===== config.mk =====
export PLATFORM = sky130hd
export DESIGN_NAME = spi_cmd_arbiter_flat
export DESIGN_NICKNAME = d
export VERILOG_FILES = /design/src/rtl/spi_cmd_arbiter_if.sv /design/src/rtl/spi_cmd_arbiter.sv /design/src/flat_wrapper.sv
export SDC_FILE = /design/constraint.sdc
export NUM_CORES = 1
export LEC_CHECK = 0
export CORE_MARGIN = 2
export CORE_UTILIZATION = 41
export CTS_CLUSTER_SIZE = 20
export DETAILED_ROUTE_END_ITERATION = 7
export PLACE_DENSITY = 0.8
export SETUP_SLACK_MARGIN = 0.1
export SYNTH_ARGS = -nofsm -noshare
export SYNTH_HDL_FRONTEND = slang
export SYNTH_SLANG_ARGS = --single-unit

===== constraint.sdc =====
create_clock -name clk40M -period 2.7 [get_ports clk40M]
set_input_delay 0.54 -clock clk40M [delete_from_list [all_inputs] [get_ports clk40M]]
set_output_delay 0.54 -clock clk40M [all_outputs]
set_load 0.005 [all_outputs]

===== src/rtl/spi_cmd_arbiter_if.sv =====
// Requester, response and SPI-command signal bundle for spi_cmd_arbiter.
// The slave modport is the arbiter's view; master is the view of its surroundings.
interface spi_cmd_arbiter_if;
    logic        req0_valid;
    logic        req0_ready;
    logic [7:0]  req0_cmd;
    logic [15:0] req0_addr;
    logic [15:0] req0_data;
    logic        req1_valid;
    logic        req1_ready;
    logic [7:0]  req1_cmd;
    logic [15:0] req1_addr;
    logic [15:0] req1_data;
    logic        rsp0_valid;
    logic        rsp1_valid;
    logic [15:0] rsp_rdData;
    logic        rsp_err;
    logic        cmdUpdate;
    logic [7:0]  o_cmd;
    logic [7:0]  o_addrMsb;
    logic [7:0]  o_addrLsb;
    logic [7:0]  o_dataMsb;
    logic [7:0]  o_dataLsb;
    logic        spi_done;
    logic [15:0] spi_rdData;

    modport slave (
        input  req0_valid, req0_cmd, req0_addr, req0_data,
        input  req1_valid, req1_cmd, req1_addr, req1_data,
        input  spi_done, spi_rdData,
        output req0_ready, req1_ready,
        output rsp0_valid, rsp1_valid, rsp_rdData, rsp_err,
        output cmdUpdate, o_cmd, o_addrMsb, o_addrLsb, o_dataMsb, o_dataLsb
    );

    modport master (
        output req0_valid, req0_cmd, req0_addr, req0_data,
        output req1_valid, req1_cmd, req1_addr, req1_data,
        output spi_done, spi_rdData,
        input  req0_ready, req1_ready,
        input  rsp0_valid, rsp1_valid, rsp_rdData, rsp_err,
        input  cmdUpdate, o_cmd, o_addrMsb, o_addrLsb, o_dataMsb, o_dataLsb
    );
endinterface


===== src/rtl/spi_cmd_arbiter.sv =====
// Two-requester arbiter for the SPI master command port with watchdog and inter-transaction gap.
// Define SPI_ARB_FIXED_PRIO_EN to make req0 win every tie instead of round-robin.
module spi_cmd_arbiter #(
    parameter int TIMEOUT = 4096,
    parameter int GAP     = 4,
    parameter int ERR_W   = 8
) (
    input  logic             clk40M,
    input  logic             rst,
    spi_cmd_arbiter_if.slave bus,
    output logic             busy,
    output logic [ERR_W-1:0] errCnt
);
    localparam int TW       = $clog2(TIMEOUT);
    localparam int GW       = (GAP > 1) ? $clog2(GAP) : 1;
    localparam int GAP_LAST = (GAP > 0) ? GAP - 1 : 0;
    localparam logic [TW-1:0] TIMER_LAST = TW'(TIMEOUT - 1);
    localparam logic [GW-1:0] GAP_END    = GW'(GAP_LAST);

    typedef enum logic [1:0] {
        ST_IDLE      = 2'd0,
        ST_ISSUE     = 2'd1,
        ST_WAIT_DONE = 2'd2,
        ST_GAP_WAIT  = 2'd3
    } state_t;

    state_t            state_r;
    logic              owner_r;
    logic              rr_last_r;
    logic [TW-1:0]     timer_r;
    logic [GW-1:0]     gap_cnt_r;
    logic [7:0]        cmd_r;
    logic [7:0]        addr_msb_r;
    logic [7:0]        addr_lsb_r;
    logic [7:0]        data_msb_r;
    logic [7:0]        data_lsb_r;
    logic              cmd_update_r;
    logic              rsp0_valid_r;
    logic              rsp1_valid_r;
    logic [15:0]       rsp_rd_data_r;
    logic              rsp_err_r;
    logic              busy_r;
    logic [ERR_W-1:0]  err_cnt_r;

    logic              grant_s;
    logic              grant_vld_s;
    logic              hs_s;

    // Grant selection: a lone requester wins; ties go away from the last owner.
    always_comb begin
        grant_s     = 1'b0;
        grant_vld_s = 1'b0;
        if (bus.req0_valid && bus.req1_valid) begin
            grant_vld_s = 1'b1;
`ifdef SPI_ARB_FIXED_PRIO_EN
            grant_s     = 1'b0;
`else
            grant_s     = ~rr_last_r;
`endif
        end else if (bus.req0_valid) begin
            grant_vld_s = 1'b1;
            grant_s     = 1'b0;
        end else if (bus.req1_valid) begin
            grant_vld_s = 1'b1;
            grant_s     = 1'b1;
        end else begin
            grant_vld_s = 1'b0;
            grant_s     = 1'b0;
        end
    end

    assign hs_s           = (state_r == ST_IDLE) && grant_vld_s;
    assign bus.req0_ready = hs_s && !grant_s;
    assign bus.req1_ready = hs_s && grant_s;

    // Transaction FSM; timer_r counts cycles since the cmdUpdate cycle.
    always_ff @(posedge clk40M) begin
        if (rst) begin
            state_r       <= ST_IDLE;
            owner_r       <= 1'b0;
            rr_last_r     <= 1'b1;
            timer_r       <= '0;
            gap_cnt_r     <= '0;
            cmd_r         <= 8'h00;
            addr_msb_r    <= 8'h00;
            addr_lsb_r    <= 8'h00;
            data_msb_r    <= 8'h00;
            data_lsb_r    <= 8'h00;
            cmd_update_r  <= 1'b0;
            rsp0_valid_r  <= 1'b0;
            rsp1_valid_r  <= 1'b0;
            rsp_rd_data_r <= 16'h0000;
            rsp_err_r     <= 1'b0;
            busy_r        <= 1'b0;
            err_cnt_r     <= '0;
        end else begin
            cmd_update_r <= 1'b0;
            rsp0_valid_r <= 1'b0;
            rsp1_valid_r <= 1'b0;
            case (state_r)
                ST_IDLE: begin
                    if (hs_s) begin
                        owner_r      <= grant_s;
                        cmd_r        <= grant_s ? bus.req1_cmd        : bus.req0_cmd;
                        addr_msb_r   <= grant_s ? bus.req1_addr[15:8] : bus.req0_addr[15:8];
                        addr_lsb_r   <= grant_s ? bus.req1_addr[7:0]  : bus.req0_addr[7:0];
                        data_msb_r   <= grant_s ? bus.req1_data[15:8] : bus.req0_data[15:8];
                        data_lsb_r   <= grant_s ? bus.req1_data[7:0]  : bus.req0_data[7:0];
                        timer_r      <= '0;
                        cmd_update_r <= 1'b1;
                        busy_r       <= 1'b1;
                        state_r      <= ST_ISSUE;
                    end
                end
                ST_ISSUE: begin
                    timer_r <= TW'(1);
                    state_r <= ST_WAIT_DONE;
                end
                ST_WAIT_DONE: begin
                    if (bus.spi_done || (timer_r == TIMER_LAST)) begin
                        // Completion beats timeout when both land together.
                        if (bus.spi_done) begin
                            rsp_rd_data_r <= bus.spi_rdData;
                            rsp_err_r     <= 1'b0;
                        end else begin
                            rsp_rd_data_r <= 16'h0000;
                            rsp_err_r     <= 1'b1;
                            if (err_cnt_r != {ERR_W{1'b1}}) begin
                                err_cnt_r <= err_cnt_r + ERR_W'(1);
                            end
                        end
                        rsp0_valid_r <= !owner_r;
                        rsp1_valid_r <= owner_r;
                        rr_last_r    <= owner_r;
                        gap_cnt_r    <= '0;
                        if (GAP == 0) begin
                            busy_r  <= 1'b0;
                            state_r <= ST_IDLE;
                        end else begin
                            state_r <= ST_GAP_WAIT;
                        end
                    end else begin
                        timer_r <= timer_r + TW'(1);
                    end
                end
                ST_GAP_WAIT: begin
                    if (gap_cnt_r == GAP_END) begin
                        busy_r  <= 1'b0;
                        state_r <= ST_IDLE;
                    end else begin
                        gap_cnt_r <= gap_cnt_r + GW'(1);
                    end
                end
                default: begin
                    busy_r  <= 1'b0;
                    state_r <= ST_IDLE;
                end
            endcase
        end
    end

    assign bus.cmdUpdate  = cmd_update_r;
    assign bus.o_cmd      = cmd_r;
    assign bus.o_addrMsb  = addr_msb_r;
    assign bus.o_addrLsb  = addr_lsb_r;
    assign bus.o_dataMsb  = data_msb_r;
    assign bus.o_dataLsb  = data_lsb_r;
    assign bus.rsp0_valid = rsp0_valid_r;
    assign bus.rsp1_valid = rsp1_valid_r;
    assign bus.rsp_rdData = rsp_rd_data_r;
    assign bus.rsp_err    = rsp_err_r;
    assign busy           = busy_r;
    assign errCnt         = err_cnt_r;
endmodule


===== src/flat_wrapper.sv =====
// flat-port wrapper written by rule: the top's interface ports become plain ports
module spi_cmd_arbiter_flat 
#(
    parameter int TIMEOUT = 4096,
    parameter int GAP     = 4,
    parameter int ERR_W   = 8
)
  (clk40M, rst, busy, errCnt, bus_req0_valid, bus_req0_cmd, bus_req0_addr, bus_req0_data, bus_req1_valid, bus_req1_cmd, bus_req1_addr, bus_req1_data, bus_spi_done, bus_spi_rdData, bus_req0_ready, bus_req1_ready, bus_rsp0_valid, bus_rsp1_valid, bus_rsp_rdData, bus_rsp_err, bus_cmdUpdate, bus_o_cmd, bus_o_addrMsb, bus_o_addrLsb, bus_o_dataMsb, bus_o_dataLsb);
  spi_cmd_arbiter_if bus_i ();
  input  logic clk40M;
  input  logic rst;
  output logic busy;
  output logic [ERR_W-1:0] errCnt;
  input wire logic [$bits(bus_i.req0_valid)-1:0] bus_req0_valid;
  input wire logic [$bits(bus_i.req0_cmd)-1:0] bus_req0_cmd;
  input wire logic [$bits(bus_i.req0_addr)-1:0] bus_req0_addr;
  input wire logic [$bits(bus_i.req0_data)-1:0] bus_req0_data;
  input wire logic [$bits(bus_i.req1_valid)-1:0] bus_req1_valid;
  input wire logic [$bits(bus_i.req1_cmd)-1:0] bus_req1_cmd;
  input wire logic [$bits(bus_i.req1_addr)-1:0] bus_req1_addr;
  input wire logic [$bits(bus_i.req1_data)-1:0] bus_req1_data;
  input wire logic [$bits(bus_i.spi_done)-1:0] bus_spi_done;
  input wire logic [$bits(bus_i.spi_rdData)-1:0] bus_spi_rdData;
  output wire logic [$bits(bus_i.req0_ready)-1:0] bus_req0_ready;
  output wire logic [$bits(bus_i.req1_ready)-1:0] bus_req1_ready;
  output wire logic [$bits(bus_i.rsp0_valid)-1:0] bus_rsp0_valid;
  output wire logic [$bits(bus_i.rsp1_valid)-1:0] bus_rsp1_valid;
  output wire logic [$bits(bus_i.rsp_rdData)-1:0] bus_rsp_rdData;
  output wire logic [$bits(bus_i.rsp_err)-1:0] bus_rsp_err;
  output wire logic [$bits(bus_i.cmdUpdate)-1:0] bus_cmdUpdate;
  output wire logic [$bits(bus_i.o_cmd)-1:0] bus_o_cmd;
  output wire logic [$bits(bus_i.o_addrMsb)-1:0] bus_o_addrMsb;
  output wire logic [$bits(bus_i.o_addrLsb)-1:0] bus_o_addrLsb;
  output wire logic [$bits(bus_i.o_dataMsb)-1:0] bus_o_dataMsb;
  output wire logic [$bits(bus_i.o_dataLsb)-1:0] bus_o_dataLsb;
  assign bus_i.req0_valid = bus_req0_valid;
  assign bus_i.req0_cmd = bus_req0_cmd;
  assign bus_i.req0_addr = bus_req0_addr;
  assign bus_i.req0_data = bus_req0_data;
  assign bus_i.req1_valid = bus_req1_valid;
  assign bus_i.req1_cmd = bus_req1_cmd;
  assign bus_i.req1_addr = bus_req1_addr;
  assign bus_i.req1_data = bus_req1_data;
  assign bus_i.spi_done = bus_spi_done;
  assign bus_i.spi_rdData = bus_spi_rdData;
  assign bus_req0_ready = bus_i.req0_ready;
  assign bus_req1_ready = bus_i.req1_ready;
  assign bus_rsp0_valid = bus_i.rsp0_valid;
  assign bus_rsp1_valid = bus_i.rsp1_valid;
  assign bus_rsp_rdData = bus_i.rsp_rdData;
  assign bus_rsp_err = bus_i.rsp_err;
  assign bus_cmdUpdate = bus_i.cmdUpdate;
  assign bus_o_cmd = bus_i.o_cmd;
  assign bus_o_addrMsb = bus_i.o_addrMsb;
  assign bus_o_addrLsb = bus_i.o_addrLsb;
  assign bus_o_dataMsb = bus_i.o_dataMsb;
  assign bus_o_dataLsb = bus_i.o_dataLsb;
  spi_cmd_arbiter #(.TIMEOUT(TIMEOUT), .GAP(GAP), .ERR_W(ERR_W)) u_core (.clk40M(clk40M), .rst(rst), .bus(bus_i), .busy(busy), .errCnt(errCnt));
endmodule

# ---- Word level (Yosys, flattened, before mapping)
# Cells that the tools add are included.
dict set report totals {
  reg_bits 87
  out_inout_bits 71
  inputBits 101
}
dict set report op_classes {
  muxes 26
  reduce_logical 20
  eq_ne 11
  addsub 3
  bitwise_logic 5
}
# cell n
set ops {}
lappend ops {{$mux 8} 5}
lappend ops {{$pmux 12 s3} 1}
lappend ops {{$mux 12} 2}
lappend ops {{$mux 16} 1}
lappend ops {{$add 12x1->12 const B} 1}
lappend ops {{$eq 12x12->1 const B} 1}
lappend ops {{$reduce_and 3->1} 4}
lappend ops {{$mux 2} 5}
lappend ops {{$mux 1} 9}
lappend ops {{$add 8x1->8 const B} 1}
lappend ops {{$ne 8x8->1 const B} 1}
lappend ops {{$pmux 2 s4} 1}
lappend ops {{$eq 2x2->1 const B} 3}
lappend ops {{$ne 2x1->1 const B} 3}
lappend ops {{$not 1->1} 5}
lappend ops {{$logic_and 1x1->1} 4}
lappend ops {{$ne 2x2->1 const B} 2}
lappend ops {{$pmux 2 s2} 1}
lappend ops {{$reduce_and 2->1} 2}
lappend ops {{$reduce_and 4->1} 1}
lappend ops {{$reduce_bool 2->1} 2}
lappend ops {{$reduce_bool 3->1} 1}
lappend ops {{$reduce_or 3->1} 1}
lappend ops {{$add 2x1->2 const B} 1}
lappend ops {{6 further kinds} 7}

# ---- Logic depth before layout (Yosys ltp)
# Gate-level depths: netlist of the first run.
dict set report logic_depth {
  depth_word 6
  mapped_depth 8
}

# ---- Least setup slack after synthesis of the first run
# Ideal clock, no wire load.
dict set report synth_timing {
  kind {reg-to-reg}
  startpoint {reg u_core.timer_r[0]}
  endpoint {reg u_core.err_cnt_r[6], in the netlist u_core.errCnt[6]}
  required_time_ns 2.584
  arrival_time_ns 2.036
  stages_incl_launch_ff 6
  slack_ns 0.548
  setup_ns 0.116
  path_cell_list {dfxtp_1 -> ha_1 -> nand3_2 -> or4_4 -> or4_2 -> o211a_1}
}
dict set report synth_between {
  elab_chain_len 3
}
# element line
set synth_rtl {}
lappend synth_rtl {{from (decl)} spi_cmd_arbiter.sv:30} ;# logic [TW-1:0] timer_r;
lappend synth_rtl {{from (signal assigned)} spi_cmd_arbiter.sv:143} ;# timer_r <= timer_r + TW'(1);
lappend synth_rtl {{$eq 12x12->1} spi_cmd_arbiter.sv:120} ;# if (bus.spi_done || (timer_r == TIMER_LAST)) begin
lappend synth_rtl {{$logic_or 1x1->1} spi_cmd_arbiter.sv:120}
lappend synth_rtl {{$reduce_and 4->1 (no line)} -}
lappend synth_rtl {{to (signal assigned)} spi_cmd_arbiter.sv:129} ;# err_cnt_r <= err_cnt_r + ERR_W'(1);
lappend synth_rtl {{to (decl)} spi_cmd_arbiter.sv:43} ;# logic [ERR_W-1:0] err_cnt_r;
# No other way between the ends.
# A chain may end at the register's enable or synchronous reset.

# ---- Final worst setup path of the first run
dict set report layout_timing {
  startpoint {in bus_req1_valid}
  endpoint {out bus_req1_ready}
}
dict set report layout_between {
  elab_chain_len 5
}
# element line
set layout_rtl {}
lappend layout_rtl {{from (decl)} flat_wrapper.sv:18} ;# input wire logic [$bits(bus_i.req1_valid)-1:0] bus_req1_valid;
lappend layout_rtl {{$mux 1} spi_cmd_arbiter.sv:63} ;# end else if (bus.req1_valid) begin
lappend layout_rtl {{$mux 1} spi_cmd_arbiter.sv:60} ;# end else if (bus.req0_valid) begin
lappend layout_rtl {{$mux 1} spi_cmd_arbiter.sv:53} ;# if (bus.req0_valid && bus.req1_valid) begin
lappend layout_rtl {{$logic_and 1x1->1} spi_cmd_arbiter.sv:72} ;# assign hs_s = (state_r == ST_IDLE) && grant_vld_s;
lappend layout_rtl {{$logic_and 1x1->1 (*)} spi_cmd_arbiter.sv:74} ;# assign bus.req1_ready = hs_s && grant_s;
lappend layout_rtl {{to (decl)} flat_wrapper.sv:25} ;# output wire logic [$bits(bus_i.req1_ready)-1:0] bus_req1_ready;
# Every way passes the cells marked *; elsewhere a longest branch is shown, timed or not.

==> impl_metrics.csv, run 1 <==
group,metric,value,unit
logic_synthesis,synth-edff-count,0,
critical_path,reg2reg_depth,5,
logic_synthesis,syn_area,3616,µm²
timing,fmax,404.9,MHz
critical_path,reg2reg_from,"u_core.timer_r[0]",
job,cap_viol_max_count,0,
clock_network,post_cts_resized,0,
clock_network,cts_setup_buffers,0,
routing,dr.first_iter.drc_count,402,
critical_path,critPathMostFrequentCell,"clkdlybuf4s50_1",
power,power_density,720.6,nW/µm²
logic_synthesis,yosys_most_used_dff,"dfxtp_1",
critical_path,arrival,1.93,ns
logic_synthesis,synthDistinctLibCells,49,
die,rows,34,
timing,setup_viol,0,
logic_synthesis,synth_area_per_cell,9.566,µm²
logic_synthesis,synth_nets,487,
timing,fin_skew,0.01227,ns
logic_synthesis,synthCells,378,
global_route,globalRouteOverflowTotal,0,
min_path,holdPathStages,1,
routing,viasPerCell,5.874,
die,coreArea,8636,µm²
power,p_sw,1.378,mW
logic_synthesis,ys_top_cells_by_count,"dfxtp_1 (87), nor2_1 (53), a222oi_1 (40)",
min_path,hp-class,"reg2reg",
critical_path,worstReg2RegEnd,"u_core.errCnt[6]",
die,io_pins,172,
clock_network,ctsLongestPathBuffers,2,
place,place.port_buffers,171,
global_route,grt_usage,23.73,%
timing,period_needed,2.470,ns
die,dieHeight,97.91,µm
global_route,grt_pass1_wl,18530,µm
power,p_seq_share,39.0,%
min_path,hp-start,"u_core.owner_r",
logic_synthesis,synth_area_leaders,"dfxtp_1 (48%), a222oi_1 (11%), nor2_1 (5.5%), a22o_1 (4.1%), ha_1 (2.8%)",
clock_network,numCtsBuffers,9,
timing,hold_viol_final,0,
logic_synthesis,async_flop_share,0,%
logic_synthesis,synth_top_area_share,48.17,%
logic_synthesis,yosysMostFrequentCell,"dfxtp_1",
layout,final_nets,654,
timing,slew_violations,0,
status,status,"finished with violations",
global_route,grt_pass1_vias,3777,
power,peakVddDrop,0.5545,mV
power,p_leak,2.096,nW
layout,fillers,735,
clock_network,clk_pin_slew,0.09,ns
timing,max-slew-margin-rel,51.19,%
routing,wl_per_cell,17.78,µm
critical_path,path_cells,"clkdlybuf4s50_1, nand2_1, a21oi_4, clkdlybuf4s50_1",
logic_synthesis,yosys_warnings,0,
power,clkPwrFrac,23.7,%
timing,tns,0,ns
layout,layout-area-overhead-vs-synth,56.92,%
status,violations,"DRC",
layout,final_cells,659,
timing,rsz0062_at_grt,"no",
critical_path,path_class,"in2out",
routing,num_vias,3871,
critical_path,crit_slowest_cell,"clkdlybuf4s50_1",
critical_path,slowest_delay,0.59,ns
clock_network,cts_hold_buf,0,
die,die_w,97.91,µm
place,dp.cells,642,
min_path,hold_end,"u_core.bus.rsp0_valid",
logic_synthesis,synth_area_leader_cell,"dfxtp_1",
timing,worst_pin_slew,0.7265,ns
routing,drt_wl_total,11720,µm
critical_path,critPathMaxFanout,4,
critical_path,required,2.16,ns
die,die_area,9586,µm²
critical_path,rrSetupSlack,0.31,ns
power,p_int,2.711,mW
critical_path,endpoint_kind,"output port",
clock_network,cts_tree,"yes",
logic_synthesis,ys_seq_area_share,48.17,%
routing,drc,16,
power,total_power,4.089,mW
clock_network,clockRootBuffer,"clkbuf_8",
global_route,grt_max_degree,47,
die,initial_core_util,41.87,%
critical_path,cp-start-kind,"input port",
layout,multiInputGateArea,1744,µm²
power,combinationalPowerShare,37.3,%
place,dp_hpwl,8527,µm
place,routabilityCongestion,0.8794,
routing,first_pass_iters,8,
routing,drtAntennaViolNets,0,
global_route,grt_antenna_before_repair,1,
clock_network,clock_latency,0.36,ns
logic_synthesis,ys_ff_latch,87,
layout,drive_above_1_share,9.273,%
clock_network,htree_levels,3,
power,swShare,33.70,%
layout,seq_area,1742,µm²
clock_network,clock-sinks,87,
timing,fin_crit_sh,91.47,%
## critical path, delay by kind of cell
kind,cells,cell delay [ns]
AND/OR/NAND/NOR,1,0.12
buffers and inverters,2,1.11
AO/OA/AOI/OAI,1,0.15
## worst max path at each step
stage                                  from                end  slack [ns]
after floorplan           u_core.timer_r[0]   u_core.errCnt[6]        0.55
after global placement         bus_spi_done   u_core.errCnt[6]        0.22
after detailed placement     bus_req0_valid  u_core.timer_r[6]        0.18
after CTS                    bus_req1_valid     bus_req1_ready        0.23
after global routing         bus_req0_valid     bus_req0_ready        0.16
final                        bus_req1_valid     bus_req1_ready        0.23
## stage by stage
| stage | hold slack [ns] | area (µm²) | utilization (%) | worst slack, ns |
|---|---|---|---|---|
| 6_report | 0.4727 | 5674 | 65.71 | 0.2304 |
| 3_3_place_gp | 0.4567 | 5459 | 63.21 | 0.2191 |
| 5_1_grt | 0.5087 | 5674 | 65.71 | 0.1633 |
| 2_1_floorplan | 0.4292 | 3616 | - | 0.5482 |
| 4_1_cts | 0.4732 | 5672 | 65.68 | 0.2287 |
| 3_5_place_dp | 0.4628 | 5459 | 63.21 | 0.1813 |
## power groups by stage
stage / Combinational, mW / Clock [mW] / Sequential [mW]
6_report: 1.53 / 0.968 / 1.60
5_1_grt: 1.66 / 1.04 / 1.62
4_1_cts: 1.52 / 0.985 / 1.59
3_5_place_dp: 1.51 / 0 / 1.62
3_3_place_gp: 1.48 / 0 / 1.61
2_1_floorplan: 0.761 / 0 / 1.62
## cells by family (layout without fill, tap and decap cells)
| kind of cell | after synthesis | count (layout) | share of synthesized area [%] |
|---|---|---|---|
| AO/OA/AOI/OAI | 124 | 124 | 27.51 |
| adder cells (fa/ha/maj) | 8 | 8 | 2.768 |
| buffers and inverters | 37 | 209 | 4.118 |
| flip-flops | 87 | 87 | 48.17 |
| multiplexers | 1 | 1 | 0.3114 |
| other | 0 | 1 | 0 |
| AND/OR/NAND/NOR | 121 | 121 | 17.13 |
## registers in the layout, indices dropped and copies added, names as in the netlist
| name | count |
|---|---|
| u_core.timer_r | 12 |
| u_core.bus.rsp_err | 1 |
| u_core.bus.rsp1_valid | 1 |
| u_core.rr_last_r | 1 |
| u_core.bus.o_addrMsb | 8 |
| u_core.bus.rsp_rdData | 16 |
| u_core.errCnt | 8 |
| u_core.gap_cnt_r | 2 |
| u_core.state_r | 2 |
| u_core.busy | 1 |
| u_core.bus.cmdUpdate | 1 |
| u_core.bus.o_addrLsb | 8 |
| u_core.bus.o_dataMsb | 8 |
| u_core.bus.o_dataLsb | 8 |
| u_core.bus.rsp0_valid | 1 |
| u_core.bus.o_cmd | 8 |
| u_core.owner_r | 1 |
## per-layer routing
metal | track usage (%) | wire length (µm)
met1 | 27.98 | 4642
met5 | 0 | 0
met4 | 8.547 | 229
met3 | 6.872 | 967
met2 | 41.04 | 5880
## layout by cell type, fill, tap and decap left out, types with 3 or more instances in the layout
master | synthesis | layout
nand2_1 | 13 | 13
o31ai_1 | 9 | 9
o2111ai_1 | 3 | 3
and3_1 | 3 | 3
a222oi_1 | 40 | 40
clkdlybuf4s50_1 | 0 | 170
or2_2 | 3 | 3
inv_1 | 9 | 9
a22o_1 | 17 | 17
nor4_1 | 4 | 4
ha_1 | 8 | 8
or3_2 | 3 | 3
nor3_1 | 7 | 7
nor2_1 | 53 | 53
dfxtp_1 | 87 | 87
clkbuf_8 | 0 | 9
a31oi_1 | 5 | 5
and4_1 | 4 | 4
o311ai_0 | 6 | 6
o21ai_0 | 12 | 12
nand4_1 | 6 | 6
a21oi_1 | 19 | 17
or4_1 | 4 | 4
buf_4 | 0 | 13
inv_6 | 0 | 3
nand3_1 | 7 | 7
## layout make-up
cell class | count | share of cell area, %
timing repair buffer | 184 | 31.80
multi-input combinational | 254 | 30.74
sequential | 87 | 30.69
tap | 108 | 2.381
clock buffer | 9 | 2.183
clock inverter | 7 | 1.566
inverter | 9 | 0.5954
antenna | 1 | 0.04410
(Power assumes the default switching activity.)
==> run 2, diff against run 1 <==
--- a/config.mk
+++ b/config.mk
@@ -5,6 +5,7 @@
 export SDC_FILE = /design/constraint.sdc
 export NUM_CORES = 1
 export LEC_CHECK = 0
+export CAP_MARGIN = 20
 export CORE_MARGIN = 2
 export CORE_UTILIZATION = 41
 export CTS_CLUSTER_SIZE = 20
==> results of run 2 <==
Final layout, timing and power as in run 1 (identical DEF).
